[config.mk]
export PLATFORM = sky130hd
export DESIGN_NAME = dp_out_collector
export DESIGN_NICKNAME = d
export VERILOG_FILES = /design/src/rtl/smac_pkg.sv /design/src/rtl/dp_out_fifo.sv /design/src/rtl/dp_out_collector.sv
export SDC_FILE = /design/constraint.sdc
export NUM_CORES = 1
export LEC_CHECK = 0
export ABC_AREA = 1
export CAP_MARGIN = 20
export CORE_ASPECT_RATIO = 1.1
export CORE_MARGIN = 2
export CORE_UTILIZATION = 50
export DETAILED_ROUTE_END_ITERATION = 6
export GPL_ROUTABILITY_DRIVEN = 0
export PLACE_DENSITY = 0.82
export SYNTH_ARGS = -nofsm -noshare
export SYNTH_HDL_FRONTEND = slang
export SYNTH_SLANG_ARGS = --single-unit
[constraint.sdc]
create_clock -name clk -period 6.8 [get_ports clk]
set_input_delay 2.04 -clock clk [delete_from_list [all_inputs] [get_ports clk]]
set_output_delay 2.04 -clock clk [all_outputs]
set_load 0.05 [all_outputs]
[src/rtl/smac_pkg.sv]
`default_nettype none
// +----------------------------------------------------------------------------+
// | Module   : smac_pkg                                                        |
// | Purpose  : Shared types and constants for the SMAC output collector.       |
// | Revision : 1.0  initial release                                            |
// +----------------------------------------------------------------------------+
package smac_pkg;

    localparam int BW_DEF   = 128;
    localparam int NGRP_DEF = 4;
    localparam int SEL_W    = 2;

    typedef enum logic [0:0] {
        ST_IDLE    = 1'b0,
        ST_COLLECT = 1'b1
    } collector_state_t;

endpackage
`default_nettype wire

[src/rtl/dp_out_fifo.sv]
`default_nettype none
// +----------------------------------------------------------------------------+
// | Module   : dp_out_fifo                                                     |
// | Purpose  : DEPTH-entry synchronous FIFO holding {last, data} beats.        |
// | Revision : 1.0  initial release                                            |
// +----------------------------------------------------------------------------+
module dp_out_fifo #(
    parameter int WIDTH = 129,
    parameter int DEPTH = 4
) (
    input  logic             clk,
    input  logic             rst,
    input  logic             push,
    input  logic [WIDTH-1:0] push_data,
    input  logic             pop,
    output logic [WIDTH-1:0] head,
    output logic             full,
    output logic             empty
);

    localparam int               c_ptr_w = $clog2(DEPTH);
    localparam logic [c_ptr_w:0] c_depth = (c_ptr_w + 1)'(DEPTH);

    logic [WIDTH-1:0]   r_mem [DEPTH];
    logic [c_ptr_w-1:0] r_wr_ptr;
    logic [c_ptr_w-1:0] r_rd_ptr;
    logic [c_ptr_w:0]   r_count;
    logic               w_push;
    logic               w_pop;

    assign full   = (r_count == c_depth);
    assign empty  = (r_count == '0);
    assign w_push = push && !full;
    assign w_pop  = pop && !empty;
    assign head   = r_mem[r_rd_ptr];

    // Storage carries no reset; the read side is qualified by empty.
    always_ff @(posedge clk) begin
        if (w_push) begin
            r_mem[r_wr_ptr] <= push_data;
        end
    end

    always_ff @(posedge clk) begin
        if (rst) begin
            r_wr_ptr <= '0;
            r_rd_ptr <= '0;
            r_count  <= '0;
        end else begin
            if (w_push) begin
                r_wr_ptr <= r_wr_ptr + 1'b1;
            end
            if (w_pop) begin
                r_rd_ptr <= r_rd_ptr + 1'b1;
            end
            case ({w_push, w_pop})
                2'b10:   r_count <= r_count + 1'b1;
                2'b01:   r_count <= r_count - 1'b1;
                default: r_count <= r_count;
            endcase
        end
    end

endmodule
`default_nettype wire

[src/rtl/dp_out_collector.sv]
`default_nettype none
// +----------------------------------------------------------------------------+
// | Module   : dp_out_collector                                                |
// | Purpose  : Walks the data path output mux over NGRP groups and streams     |
// |            each group out through a small FIFO.                            |
// | Revision : 1.0  initial release                                            |
// +----------------------------------------------------------------------------+
module dp_out_collector
    import smac_pkg::*;
#(
    parameter int BW    = BW_DEF,
    parameter int NGRP  = NGRP_DEF,
    parameter int DEPTH = 4
) (
    input  logic             clk,
    input  logic             rst,
    input  logic             wb_start,
    input  logic [BW-1:0]    dp_out_data,
    output logic [SEL_W-1:0] sel_mux_out,
    output logic             busy,
    output logic             out_valid,
    input  logic             out_ready,
    output logic [BW-1:0]    out_data,
    output logic             out_last,
    output logic             drop_err
);

    localparam logic [SEL_W-1:0] c_last_grp = SEL_W'(NGRP - 1);

    collector_state_t r_state;
    collector_state_t w_state_nxt;
    logic [SEL_W-1:0] r_grp;
    logic [SEL_W-1:0] w_grp_nxt;
    logic             r_drop_err;
    logic             w_push;
    logic             w_pop;
    logic             w_fifo_full;
    logic             w_fifo_empty;
    logic [BW:0]      w_head;

    always_ff @(posedge clk) begin
        if (rst) begin
            r_state    <= ST_IDLE;
            r_grp      <= '0;
            r_drop_err <= 1'b0;
        end else begin
            r_state <= w_state_nxt;
            r_grp   <= w_grp_nxt;
            if (wb_start && (r_state == ST_COLLECT)) begin
                r_drop_err <= 1'b1;
            end
        end
    end

    // Push decision uses current occupancy only, so a same-cycle pop never
    // frees a slot early.
    always_comb begin
        w_state_nxt = r_state;
        w_grp_nxt   = r_grp;
        w_push      = 1'b0;
        case (r_state)
            ST_IDLE: begin
                if (wb_start) begin
                    w_state_nxt = ST_COLLECT;
                    w_grp_nxt   = '0;
                end
            end
            ST_COLLECT: begin
                if (!w_fifo_full) begin
                    w_push = 1'b1;
                    if (r_grp == c_last_grp) begin
                        w_state_nxt = ST_IDLE;
                        w_grp_nxt   = '0;
                    end else begin
                        w_grp_nxt = r_grp + 1'b1;
                    end
                end
            end
            default: begin
                w_state_nxt = ST_IDLE;
                w_grp_nxt   = '0;
            end
        endcase
    end

    dp_out_fifo #(
        .WIDTH (BW + 1),
        .DEPTH (DEPTH)
    ) u_fifo (
        .clk       (clk),
        .rst       (rst),
        .push      (w_push),
        .push_data ({(r_grp == c_last_grp), dp_out_data}),
        .pop       (w_pop),
        .head      (w_head),
        .full      (w_fifo_full),
        .empty     (w_fifo_empty)
    );

    assign sel_mux_out = (r_state == ST_COLLECT) ? r_grp : '0;
    assign busy        = (r_state == ST_COLLECT);
    assign drop_err    = r_drop_err;
    assign out_valid   = !w_fifo_empty;
    assign out_data    = out_valid ? w_head[BW-1:0] : '0;
    assign out_last    = out_valid & w_head[BW];
    assign w_pop       = out_valid & out_ready;

endmodule
`default_nettype wire

==> results.sh, run 1 <==
export IMPL_status="finished clean"
export IMPL_die_height_um=217
export IMPL_grt_start_max_net_pins=151
export IMPL_drv_slew=0
export IMPL_p_per_area_nw_per_um2=442
export IMPL_netSwitchingPower_mw=4.51
export IMPL_power_switching_share_pct=40.4
export IMPL_ios=266
export IMPL_wl_per_cell_um=19.1
export IMPL_clk_pin_slew_ns=0.06
export IMPL_nets=1990
export IMPL_critPathSlowestCell="clkdlybuf4s50_1"
export IMPL_dr_total_vias=13200
export IMPL_clk_path_buf_depth=3
export IMPL_cpPeakStageDelay_ns=0.84
export IMPL_h_tree_depth=2
export IMPL_max_cap_violations=0
export IMPL_comb_power_share_pct=41.3
export IMPL_rows=78
export IMPL_yosys_area_top_type="edfxtp_1"
export IMPL_finalHoldViolCount=0
export IMPL_io_buffers=265
export IMPL_seq_area_frac_synth_pct=76.1
export IMPL_post_cts_buffers=0
export IMPL_synthCells=1615
export IMPL_first_global_vias=13300
export IMPL_timing_slew_headroom_pct=37.2
export IMPL_drt_iter0_markers=943
export IMPL_synth_area_leaders="edfxtp_1, nor2_1, o21ai_0, a21oi_1, dfxtp_1"
export IMPL_path_cells="buf_4 -> nor2_1 -> nor2_1 -> o21ai_0 -> a21oi_1 -> clkdlybuf4s50_1"
export IMPL_dpl_worst_slack_ns=1.98
export IMPL_min_period_ns=5.46
export IMPL_fin_ws_ns=1.34
export IMPL_path_common_cell="nor2_1"
export IMPL_synth_warning_count=0
export IMPL_detail_route_antenna_nets=0
export IMPL_critPathLaunchType="flip-flop"
export IMPL_track_usage_pct=21.6
export IMPL_drc_errors=0
export IMPL_rsz0062_at_grt="false"
export IMPL_max_freq_mhz=183
export IMPL_drt_pass1_iterations=5
export IMPL_endpoint_kind="output pin"
export IMPL_grt_pass1_wl_mm=71.4
export IMPL_dieArea_um2=43100
export IMPL_clk_latency_ns=0.58
export IMPL_cts_resized=0
export IMPL_p_leak_nw=8.45
export IMPL_tightest_slew_ns=0.942
export IMPL_area_growth_synth_to_final_pct=22.0
export IMPL_netlist_area_um2=20700
export IMPL_wirelength_mm=46.8
export IMPL_antenna_found_initial=2
export IMPL_fin_util_pct=61.5
export IMPL_fin_skew_ns=0.0167
export IMPL_numCtsBuffers=50
export IMPL_start_util_pct=50.4
export IMPL_crit_required_ns=4.76
export IMPL_clkSinkCount=529
export IMPL_cts_tree="done"
export IMPL_yosys_area_top_type_share_pct=74.8
export IMPL_p_int_mw=6.66
export IMPL_final_layout_size_suffix_gt1_share_pct=5.14
export IMPL_critPathArrivalTime_ns=3.42
export IMPL_critPathMaxFanout=86
export IMPL_hold_class="reg2reg"
export IMPL_setup_viol_count_final=0
export IMPL_p_seq_share_pct=34.6
export IMPL_fin_crit_sh_pct=80.3
export IMPL_via_per_inst=5.39
export IMPL_syn_num_nets=1754
export IMPL_overflow=0
export IMPL_root_buffer="clkbuf_16"
export IMPL_synth_seq_cells=529
export IMPL_path_class="reg2out"
export IMPL_pwr_share_clk_pct=24.1
export IMPL_synth_cell_type_count=21
export IMPL_ir_drop_mv=0.487
export IMPL_tns_ns=0
export IMPL_cts_hold_buf=0
export IMPL_synth_avg_cell_area_um2=12.8
export IMPL_dp_hpwl_mm=26.0
export IMPL_core_region_area_um2=41100
export IMPL_fp_dieW_um=198
## metal layers
| metal | vias to the layer above | routed length (µm) | track usage (%) | share of wire (%) |
|---|---|---|---|---|
| li1 | 6186 | - | - | - |
| met1 | 6438 | 18500 | 26.5 | 40 |
| met2 | 496 | 23600 | 37.8 | 51 |
| met3 | 90 | 3160 | 3.85 | 6.8 |
| met4 | 0 | 1490 | 9.25 | 3.2 |
| met5 | - | 0 | 0 | 0 |
## logic make-up (layout without fill, tap and decap cells)
kind of cell | Yosys count | after routing | share of synthesized area [%]
buffers and inverters | 126 | 399 | 3.69
adders and majority gates | 7 | 7 | 0.459
DFF | 529 | 529 | 76.1
and+or+nand+nor | 553 | 553 | 10.1
other | 0 | 2 | 0
AOI/OAI and AO/OA | 400 | 400 | 9.69
## worst max-delay path, delay by kind of cell, from the launching register on
family / cells / cell delay, ns
compound gates: 2 / 0.33
simple gates: 2 / 0.27
flops: 1 / 0.54
buf+inv: 2 / 1.60
## power groups by stage
stage | sequential, mW | clock [mW] | combinational (mW)
global route | 3.88 | 2.86 | 4.87
finish | 3.87 | 2.69 | 4.61
detailed placement | 3.94 | 0 | 4.61
CTS | 3.87 | 2.74 | 4.63
global placement | 3.93 | 0 | 4.55
floorplan | 3.95 | 0 | 3.14
## final cells by class
cell class	count	area (µm²)
Clock buffer	60	1350
Multi-Input combinational cell	960	4220
Tap cell	560	701
Sequential cell	529	15800
Antenna cell	2	5.00
Timing Repair Buffer	285	2890
Fill cell	3031	15800
Inverter	25	104
Clock inverter	29	235
## through the flow
stage / hold slack (ns) / total power [mW] / instance area [µm²] / instances
after floorplan: 0.459 / 7.09 / 20700 / 1615
after global placement: 0.458 / 8.48 / 23600 / 2357
after detailed placement: 0.476 / 8.54 / 23600 / 2358
after CTS: 0.492 / 11.2 / 25200 / 2447
after global routing: 0.531 / 11.6 / 25300 / 2449
final: 0.490 / 11.2 / 25300 / 2450
## sequential cells by signal (all words and copies together), names as in the netlist, named ones only
name	flops
u_fifo.r_mem	516
drop_err	1
u_fifo.r_count	3
busy	1
u_fifo.r_rd_ptr	2
u_fifo.r_wr_ptr	2
r_grp	2
## cells in the final DEF (no fill, tap or decap), types with 5 or more instances in the layout
master / instances
nor2_1: 527
edfxtp_1: 516
clkdlybuf4s50_1: 265
o21ai_0: 261
a21oi_1: 135
clkbuf_16: 53
inv_1: 22
nand2_1: 16
clkinv_1: 16
buf_4: 14
dfxtp_1: 11
clkbuf_1: 7
ha_1: 6
clkinv_2: 5
## cells in the mapped netlist (all sizes together)
master and n:
nor2 531, edfxtp 516, o21ai 264, a21oi 135, buf 71, clkbuf 30, inv 25, nand2 16
dfxtp 13, ha 6, nand3 4, a31o 1, fa 1, nand4 1, or2 1
## worst paths after layout
path / from / to / slack (ns) / depth (start not counted)
max: flip-flop / out_data[103] / 1.34 / 6
min: drop_err / drop_err / 0.49 / 2
max reg2reg: u_fifo.r_count[1] / u_fifo.r_mem[1][21] / 3.77 / 6
min reg2reg: drop_err / drop_err / 0.49 / 2
Note: power is estimated with default switching activity, not from simulation.
==> run 2, diff against run 1 <==
==> constraint.sdc (replaced) <==
create_clock -name clk -period 4.6 [get_ports clk]
set_input_delay 1.38 -clock clk [delete_from_list [all_inputs] [get_ports clk]]
set_output_delay 1.38 -clock clk [all_outputs]
set_load 0.05 [all_outputs]
==> run 2 against run 1 <==
Critical path depth is the same; sequential share of layout area increased by 0.69 points; global-route usage decreased by 0.26 points; first-iteration DRC count rose by 7.6%; wire length is 0.32% lower; critical path type unchanged; largest cell class unchanged.
==> results.sh, run 2 (same netlist as run 1, synthesis figures left out) <==
export IMPL_status="finished clean"
export IMPL_ios=266
export IMPL_area_growth_synth_to_final_pct=20.7
export IMPL_critPathSlowestCell="clkdlybuf4s50_1"
export IMPL_path_common_cell="nor2_1"
export IMPL_path_class="reg2out"
export IMPL_detail_route_antenna_nets=0
export IMPL_pwr_share_clk_pct=23.7
export IMPL_largest_reg_flops=516
export IMPL_dieArea_um2=43100
export IMPL_drv_slew=0
export IMPL_numCtsBuffers=50
export IMPL_dr_total_vias=13200
export IMPL_top_regs="u_fifo.r_mem: 516 flops, u_fifo.r_count: 3 flops"
export IMPL_drt_iter0_markers=1015
export IMPL_endpoint_kind="output pin"
export IMPL_nets=1991
export IMPL_post_cts_buffers=0
export IMPL_grt_start_max_net_pins=143
export IMPL_cts_tree="done"
export IMPL_drt_pass1_iterations=5
export IMPL_wirelength_mm=46.6
export IMPL_netSwitchingPower_mw=6.64
export IMPL_cp_top_family="buffers and inverters"
export IMPL_hold_class="reg2reg"
export IMPL_tightest_slew_ns=1.10
export IMPL_fin_skew_ns=0.0108
export IMPL_ir_drop_mv=0.622
export IMPL_cpPeakStageDelay_ns=0.86
export IMPL_start_util_pct=50.4
export IMPL_drc_errors=0
export IMPL_cts_hold_buf=0
export IMPL_via_per_inst=5.41
export IMPL_clk_pin_slew_ns=0.06
export IMPL_p_int_mw=9.57
export IMPL_fin_util_pct=60.8
export IMPL_rows=78
export IMPL_critPathArrivalTime_ns=3.01
export IMPL_finalHoldViolCount=0
export IMPL_p_per_area_nw_per_um2=649
export IMPL_root_buffer="clkbuf_16"
export IMPL_crit_required_ns=3.22
export IMPL_die_height_um=217
export IMPL_p_leak_nw=8.54
export IMPL_grt_pass1_wl_mm=70.6
export IMPL_h_tree_depth=2
export IMPL_clk_latency_ns=0.58
export IMPL_top_layer="met5"
export IMPL_largest_register="u_fifo.r_mem"
export IMPL_clkSinkCount=529
export IMPL_wl_met3_mm=3.54
export IMPL_place_area_um2=23400
export IMPL_route_met2_wl_mm=23.2
export IMPL_max_cap_violations=0
export IMPL_timing_slew_headroom_pct=26.5
export IMPL_critPathMaxFanout=98
export IMPL_io_buffers=265
export IMPL_clk_path_buf_depth=3
export IMPL_stdcell_area_um2=25000
export IMPL_overflow=0
export IMPL_antenna_found_initial=2
export IMPL_cp_num_buf_inv=2
export IMPL_power_mw=16.2
export IMPL_final_common_cell="nor2_1"
export IMPL_core_region_area_um2=41100
export IMPL_rsz0062_at_grt="false"
export IMPL_min_period_ns=4.39
export IMPL_critPathLaunchType="flip-flop"
export IMPL_cts_resized=0
export IMPL_layout_common_cells="nor2_1, edfxtp_1, o21ai_0, clkdlybuf4s50_1, a21oi_1"
export IMPL_power_switching_share_pct=41.0
export IMPL_dp_hpwl_mm=25.6
export IMPL_p_seq_share_pct=35.3
export IMPL_fp_dieW_um=198
export IMPL_hold_ws_ns=0.491
export IMPL_max_freq_mhz=228
export IMPL_comb_power_share_pct=41.0
export IMPL_track_usage_pct=21.4
export IMPL_path_cells="buf_12 -> nor2_1 -> nor2_1 -> o21ai_0 -> a21oi_1 -> clkdlybuf4s50_1"
export IMPL_wl_met1_mm=18.8
export IMPL_fin_crit_sh_pct=95.4
export IMPL_wl_per_cell_um=19.0
export IMPL_final_layout_size_suffix_gt1_share_pct=8.89
export IMPL_setup_viol_count_final=0
export IMPL_tns_ns=0
export IMPL_first_global_vias=13200
[run 2: worst min-delay path: stages, from the launching register on]
cell     delay [ns]
dfxtp_1        0.32
nand2_1        0.06
a21oi_1        0.06
[run 2: metrics by stage]
stage / worst slack, ns / instances
global route: 0.0234 / 2449
detailed placement: 0.801 / 2359
floorplan: -0.356 / 1615
CTS: 0.153 / 2448
finish: 0.211 / 2450
global placement: 0.832 / 2359
[run 2: worst paths after layout]
path	from	endpoint	slack, ns	cells after the start
setup / recovery	flip-flop	out_data[57]	0.21	6
hold / removal	u_fifo.r_rd_ptr[1]	flip-flop	0.49	2
setup reg to reg	busy	u_fifo.r_mem[3][125]	1.98	3
hold reg to reg	u_fifo.r_rd_ptr[1]	flip-flop	0.49	2
[run 2: metal layers]
metal / vias to the layer above / track usage, %
li1: 6205 / -
met1: 6509 / 27.0
met2: 456 / 35.8
met3: 72 / 5.00
met4: 2 / 8.47
met5: - / 0
[run 2: final cells by class]
cell class / count / area (µm²)
inverter: 25 / 106
tap: 560 / 701
sequential: 529 / 15800
clock buffer: 66 / 1330
timing repair buffer: 286 / 2690
clock inverter: 23 / 185
antenna: 1 / 2.50
multi-input combinational: 960 / 4220
fill: 3023 / 16100
[run 2: power by group through the flow]
stage / registers (mW) / logic [mW] / clock network (mW)
floorplan: 5.81 / 4.64 / 0
global placement: 5.80 / 6.57 / 0
detailed placement: 5.82 / 6.65 / 0
CTS: 5.72 / 6.68 / 3.93
global route: 5.74 / 7.01 / 4.10
finish: 5.72 / 6.65 / 3.85
